`src/rtl/rv_pkg.sv`:
```
// Shared register-file types and widths for the writeback path.
package rv_pkg;
  localparam int XLEN       = 32;
  localparam int REG_ADDR_W = 5;
  localparam int NREGS      = 32;

  typedef logic [REG_ADDR_W-1:0] reg_addr_t;
  typedef logic [XLEN-1:0]       xword_t;
endpackage

```
`src/rtl/rf_scoreboard.sv`:
```
// Pending-load scoreboard: one busy bit per architectural register, x0 never busy.
module rf_scoreboard #(
  parameter int NREGS = 32
) (
  input  logic              clk,
  input  logic              reset,
  input  logic              set_en,
  input  rv_pkg::reg_addr_t set_rd,
  input  logic              clr_en,
  input  rv_pkg::reg_addr_t clr_rd,
  input  rv_pkg::reg_addr_t rs1,
  input  rv_pkg::reg_addr_t rs2,
  output logic              busy_rs1,
  output logic              busy_rs2
);
  import rv_pkg::*;

  logic [NREGS-1:0] busy;
  logic [NREGS-1:0] busy_next;

  // Set is applied after clear so a newly issued load to the same register wins.
  always_comb begin
    busy_next = busy;
    if (clr_en) busy_next[clr_rd] = 1'b0;
    if (set_en) busy_next[set_rd] = 1'b1;
    busy_next[0] = 1'b0;
  end

  always_ff @(posedge clk or negedge reset) begin
    if (!reset) busy <= '0;
    else        busy <= busy_next;
  end

  assign busy_rs1 = busy[rs1];
  assign busy_rs2 = busy[rs2];
endmodule

```
`src/rtl/rf_wb_arbiter.sv`:
```
// Register-file write port arbiter: ALU has priority, LSU gets it after MAX_WAIT refusals.
module rf_wb_arbiter #(
  parameter int XLEN     = 32,
  parameter int NREGS    = 32,
  parameter int MAX_WAIT = 4,
  parameter int WAIT_W   = 3
) (
  input  logic              clk,
  input  logic              reset,
  input  logic              alu_valid,
  output logic              alu_ready,
  input  rv_pkg::reg_addr_t alu_rd,
  input  logic [XLEN-1:0]   alu_data,
  input  logic              lsu_valid,
  output logic              lsu_ready,
  input  rv_pkg::reg_addr_t lsu_rd,
  input  logic [XLEN-1:0]   lsu_data,
  input  logic              issue_valid,
  input  rv_pkg::reg_addr_t issue_rd,
  input  rv_pkg::reg_addr_t rs1,
  input  rv_pkg::reg_addr_t rs2,
  output logic              busy_rs1,
  output logic              busy_rs2,
  output logic              rf_we,
  output rv_pkg::reg_addr_t rf_rd,
  output logic [XLEN-1:0]   rf_wdata
);
  import rv_pkg::*;

  localparam logic [WAIT_W-1:0] MAX_WAIT_C = WAIT_W'(MAX_WAIT);

  logic [WAIT_W-1:0] wait_cnt;
  logic              starve;
  logic              alu_grant;
  logic              lsu_grant;

  assign starve    = (wait_cnt >= MAX_WAIT_C);
  assign alu_ready = reset && !(lsu_valid && starve);
  assign lsu_ready = reset && (!alu_valid || starve);
  assign alu_grant = alu_valid && alu_ready;
  assign lsu_grant = lsu_valid && lsu_ready;

  always_ff @(posedge clk or negedge reset) begin
    if (!reset) begin
      wait_cnt <= '0;
    end else if (lsu_grant || !lsu_valid) begin
      wait_cnt <= '0;
    end else if (wait_cnt < MAX_WAIT_C) begin
      wait_cnt <= wait_cnt + 1'b1;
    end
  end

  // rd==0 still completes the handshake but never pulses the write enable.
  always_ff @(posedge clk or negedge reset) begin
    if (!reset) begin
      rf_we    <= 1'b0;
      rf_rd    <= '0;
      rf_wdata <= '0;
    end else if (alu_grant) begin
      rf_we    <= (alu_rd != '0);
      rf_rd    <= alu_rd;
      rf_wdata <= alu_data;
    end else if (lsu_grant) begin
      rf_we    <= (lsu_rd != '0);
      rf_rd    <= lsu_rd;
      rf_wdata <= lsu_data;
    end else begin
      rf_we    <= 1'b0;
    end
  end

  rf_scoreboard #(
    .NREGS (NREGS)
  ) u_scoreboard (
    .clk      (clk),
    .reset    (reset),
    .set_en   (issue_valid && (issue_rd != '0)),
    .set_rd   (issue_rd),
    .clr_en   (lsu_grant),
    .clr_rd   (lsu_rd),
    .rs1      (rs1),
    .rs2      (rs2),
    .busy_rs1 (busy_rs1),
    .busy_rs2 (busy_rs2)
  );
endmodule
```
`config.mk`:
```
export PLATFORM = sky130hd
export DESIGN_NAME = rf_wb_arbiter
export DESIGN_NICKNAME = d
export VERILOG_FILES = /design/src/rtl/rv_pkg.sv /design/src/rtl/rf_scoreboard.sv /design/src/rtl/rf_wb_arbiter.sv
export SDC_FILE = /design/constraint.sdc
export NUM_CORES = 1
export LEC_CHECK = 0
export CORE_MARGIN = 2
export CORE_UTILIZATION = 25
export CTS_CLUSTER_DIAMETER = 40
export DETAILED_ROUTE_END_ITERATION = 7
export HOLD_SLACK_MARGIN = 0.05
export SLEW_MARGIN = 40
export SYNTH_ARGS = -nofsm -noshare
export SYNTH_HDL_FRONTEND = slang
export SYNTH_SLANG_ARGS = --single-unit
```
`constraint.sdc`:
```
create_clock -name clk -period 2.3 [get_ports clk]
set_clock_uncertainty 0.15 [all_clocks]
set_input_delay 0.345 -clock clk [delete_from_list [all_inputs] [get_ports clk]]
set_output_delay 0.345 -clock clk [all_outputs]
set_load 0.05 [all_outputs]
```
After elaboration in Yosys (flattened, before gate mapping). Cells that the tools add are included.

Register bits: 72. Output and inout bits: 42. Word-level logic and storage cells: 53.

$add $sub $neg: 1. Order comparisons: 8. Mux-type cells: 18. Bitwise logic cells: 3. Reduce and logical (&&, ||, !) cells: 18.

Operator list (number): 2-to-1 mux 32 bit (4); AND 32 bit (1); inverter 32 bit (1); OR 32 bit (1); < comparator 5 x 6 -> 1 bit, second input constant (4); nonzero test 5 bit (3); binary-select mux 1 bit (select 5 bit) (2); demux 1 bit (select 5 bit) (2); >= comparator 5 x 1 -> 1 bit, second input constant (2); 2-to-1 mux 5 bit (2); logical AND 1 bit (8); 2-to-1 mux 1 bit (6); 2-to-1 mux 3 bit (2); nonzero test 2 bit (2); adder 3 x 1 -> 3 bit, second input constant (1); >= comparator 3 bit, second input constant (1); logical NOT 1 bit (3); < comparator 3 bit, second input constant (1); logical OR 1 bit (2).

Depth between registers and ports, before layout.
Depth after elaboration: 9. Mapped depth: 6. Mapped depth without buffers: 4.

Hierarchy. Synthesis repeated with hierarchy kept, for this count alone.

Cell total of the unflattened synthesis: 428. Area total of the unflattened synthesis: 3971.3 µm².

Modules (own cells, without submodules): rf_wb_arbiter (instances 1, cells each 236, area an instance 2128.3 µm², seq. area each 1026.0 µm²); rf_scoreboard (instances 1, cells each 192, area an instance 1843.0 µm², seq. area each 775.7 µm²).

Least setup slack after synthesis. OpenSTA, ideal clock, no wires.

Kind: in2out. Start: input rs1[0]. End: output busy_rs1. Data arrival time: 1.734 ns. Data required time: 1.805 ns. Path slack: 0.071 ns. Stages: 5. Path buffers: 1. Path through: buf_2 mux4_2 nand2b_1 o211ai_1 nand4_1.

Longest elaborated chain between the ends: 2.

RTL lines: start, declared (RTL line rf_wb_arbiter.sv:20) `input rv_pkg::reg_addr_t rs1,`; binary-select mux 1 bit (select 5 bit) (RTL line rf_scoreboard.sv:34) `assign busy_rs1 = busy[rs1];`; 2-to-1 mux 1 bit (implied by the code) (RTL line rf_scoreboard.sv:34); end, declared (RTL line rf_wb_arbiter.sv:22) `output logic busy_rs1,`.

No other way between the ends. The select of a mux whose other input is x is not followed.

Final worst setup path.
Start: register u_scoreboard.busy[22]. End: output busy_rs2.

Longest elaborated chain between the ends: 2.

RTL lines: start, declared (RTL line rf_scoreboard.sv:18) `logic [NREGS-1:0] busy;`; start signal, assigned (RTL line rf_scoreboard.sv:31) `else busy <= busy_next;`; binary-select mux 1 bit (select 5 bit) (RTL line rf_scoreboard.sv:35) `assign busy_rs2 = busy[rs2];`; 2-to-1 mux 1 bit (implied by the code) (RTL line rf_scoreboard.sv:35); end, declared (RTL line rf_wb_arbiter.sv:23) `output logic busy_rs2,`.

No other way between the ends. The select of a mux whose other input is x is not followed.

==> results.json <==
{
  "synthArstFlopShare_pct": 100,
  "synth_top_area_share_pct": 47.0,
  "seq_area_um2": 1800,
  "synth_area_leaders": "dfrtp_1 (47%), mux2i_1 (14%), o21ai_0 (6.0%), a21oi_1 (5.5%), nor2_1 (4.6%)",
  "gp_congestion": 0.838,
  "post-place-ws_ns": -0.288,
  "synth_most_common_cell": "dfrtp_1",
  "synth_seq_area_share_pct": 47.0,
  "via_count": 3637,
  "setup.worst_path.class": "register to output pin",
  "yosys-top-cells-count": "dfrtp_1 (72), mux2i_1 (53), nor2_1 (47)",
  "synth_ff_type": "dfrtp_1",
  "wl_met3_mm": 1.21,
  "cts_sinks": 72,
  "synth.largest_area_cell": "dfrtp_1",
  "cts_tree": "built",
  "detail_route.wirelength_mm": 12.3,
  "crit_required_ns": 1.80,
  "clk_pin_slew_ns": 0.06,
  "synth_nets": 481,
  "vdd_drop_max_mv": 0.346,
  "cts_buffers": 9,
  "rows": 45,
  "drt_iter0_drc": 239,
  "avgSynthCellArea_um2": 9.94,
  "syn_inst": 386,
  "core_area_um2": 15100,
  "tightest_slew_ns": 0.657,
  "slew_headroom_pct": 56.2,
  "violations": "negative setup slack",
  "arrival_ns": 1.81,
  "fmax_ghz": 0.434,
  "grt_pass1_wl_mm": 19.8,
  "fillers": 1541,
  "hold_ws_ns": 0.310,
  "cp-start-kind": "register",
  "cts_root_buf": "clkbuf_16",
  "ant_nets": 0,
  "globalRouteOverflowTotal": 0,
  "maxCapViolCount": 0,
  "path_max_fanout": 3,
  "grt_pass1_vias": 3795,
  "dr_wl_met2_mm": 5.51,
  "cpMaxStageDelayCell": "mux4_2",
  "post-route-period-util_pct": 100,
  "die_area_um2": 16300,
  "cp_slowest_stage_delay_ns": 0.46,
  "cp-end-kind": "output pin",
  "wl_per_cell_um": 17.0,
  "track_usage_pct": 15.4,
  "ctsHtreeMaxLevel": 3,
  "finalMaxSlewViolations": 0,
  "die_w_um": 128,
  "grt_antenna_before_repair": 0,
  "clock_path_buffers": 2,
  "critical_path.startpoint": "u_scoreboard.busy[22]$_DFF_PN0_",
  "grt_setup_unrepaired": "yes",
  "yosys_warnings": 0,
  "start_util_pct": 25.4,
  "layout_min_cycle_time_ns": 2.30,
  "setup_viol": 1,
  "post-route-util_pct": 38.8,
  "hpwl_mm": 9.00,
  "die_h_um": 128,
  "fin_ws_ns": -0.00250,
  "synthToLayoutAreaGrowth_pct": 52.8,
  "setup_tns_ns": -0.00250,
  "firstDrtPassIters": 5,
  "synth_edf_count": 0,
  "insertion_delay_ns": 0.33,
  "vias_per_cell": 5.04,
  "grt_max_degree": 74,
  "layout.nets": 623,
  "multi_input_area_um2": 1930,
  "powerDensity_nw_per_um2": 776,
  "remaining_drc_errors": 0,
  "path_cells": "mux4_2 > nand2b_1 > o2111ai_2 > nand4_1 > buf_6",
  "met1_length_mm": 5.40,
  "io_pins": 136,
  "p_leak_nw": 2.51,
  "timing.rr.start": "wait_cnt[2]$_DFFE_PN0P_",
  "hold_class": "primary input to async pin",
  "status": "complete, but fails checks",
  "netlist_area_um2": 3830,
  "drive_gt1_share_pct": 10.5,
  "antennaDiodeCount": 0,
  "final_hold_viol_count": 0,
  "top_layer_used": "met4",
  "io_buffers": 135,
  "ys_seq_elements": 72,
  "synth.distinct_cells": 35
}
[metal layers]
layer,vias to the layer above,GRT usage [%]
li1,1700,-
met1,1739,19.9
met2,179,23.7
met3,19,6.26
met4,0,4.52
met5,-,0
[logic make-up after synthesis]
group                      after synthesis  synth area share, %
AOI/OAI and AO/OA                      121                 18.0
and+or+nand+nor                        104                 13.7
DFF                                     72                 47.0
muxes                                   59                 17.4
buffers and inverters                   29                 3.65
adders and majority gates                1                0.326
[per-stage QoR]
stage	power, mW	cells	area, µm²
5_1_grt	4.77	721	5860
3_3_place_gp	3.06	699	5470
4_1_cts	4.55	718	5810
6_report	4.55	721	5860
3_5_place_dp	3.09	699	5470
2_1_floorplan	2.48	386	3830
[sequential cells by signal, summed over array words and instances, names as in the netlist]
signal             cells
rf_rd                  5
u_scoreboard.busy     31
rf_wdata              32
rf_we                  1
wait_cnt               3
[path summary, 6_finish.rpt]
path,cells past startpoint,slack [ns],endpoint
max in group asynchronous,3,0.81,u_scoreboard.busy[8]$_DFF_PN0_
worst min-delay path,2,0.31,rf_rd[1]$_DFFE_PN0P_
worst min register to register,2,0.37,rf_rd[3]$_DFFE_PN0P_
worst max-delay path,5,-0.002,busy_rs2
min in group clk,2,0.37,rf_rd[3]$_DFFE_PN0P_
worst max register to register,4,0.49,u_scoreboard.busy[19]$_DFF_PN0_
[placed cells by master, fill, tap and decap left out, drive strengths merged, types with 3 or more instances in the layout]
| cell | synthesis | final |
|---|---|---|
| nand3 | 18 | 18 |
| buf | 15 | 23 |
| dfrtp | 72 | 72 |
| o31ai | 16 | 16 |
| a22oi | 4 | 4 |
| inv | 6 | 6 |
| a21oi | 42 | 42 |
| nor2 | 47 | 47 |
| nand2b | 5 | 5 |
| clkdlybuf4s50 | 0 | 125 |
| mux2i | 53 | 53 |
| mux4 | 6 | 6 |
| clkbuf | 8 | 13 |
| o21ai | 47 | 47 |
| a211oi | 3 | 3 |
| nor2b | 7 | 7 |
| nand3b | 7 | 7 |
| nand2 | 9 | 9 |
| nand4 | 5 | 5 |
| o211ai | 3 | 3 |
[what timing repair did]
item                       in CTS  in global routing
cloned                          0                  0
pin swaps                       1                  3
gates resized for setup         8                  8
hold endpoints to repair       22                  0
buffers inserted                2                  3
hold buffers                    1                  0
setup endpoints to repair       2                  3
[cell type report]
class,count,share of cell area [%]
clock buffer,13,4.44
tap,188,4.01
timing repair buffer,154,26.8
multi-input combinational,285,32.9
sequential,72,30.7
clock inverter,3,0.683
inverter,6,0.384
[where the power goes]
part	internal, mW	switching, mW
Combinational	0.644	0.799
Sequential	1.50	0.191
Clock	0.896	0.517
Total	3.04	1.51
[critical path, delay by kind of cell, from the launching register on]
kind            cells  cell delay, ns
flops               1            0.43
simple gates        2            0.31
compound gates      1            0.09
mux                 1            0.46
buf+inv             1            0.19
(Power assumes the default switching activity.)
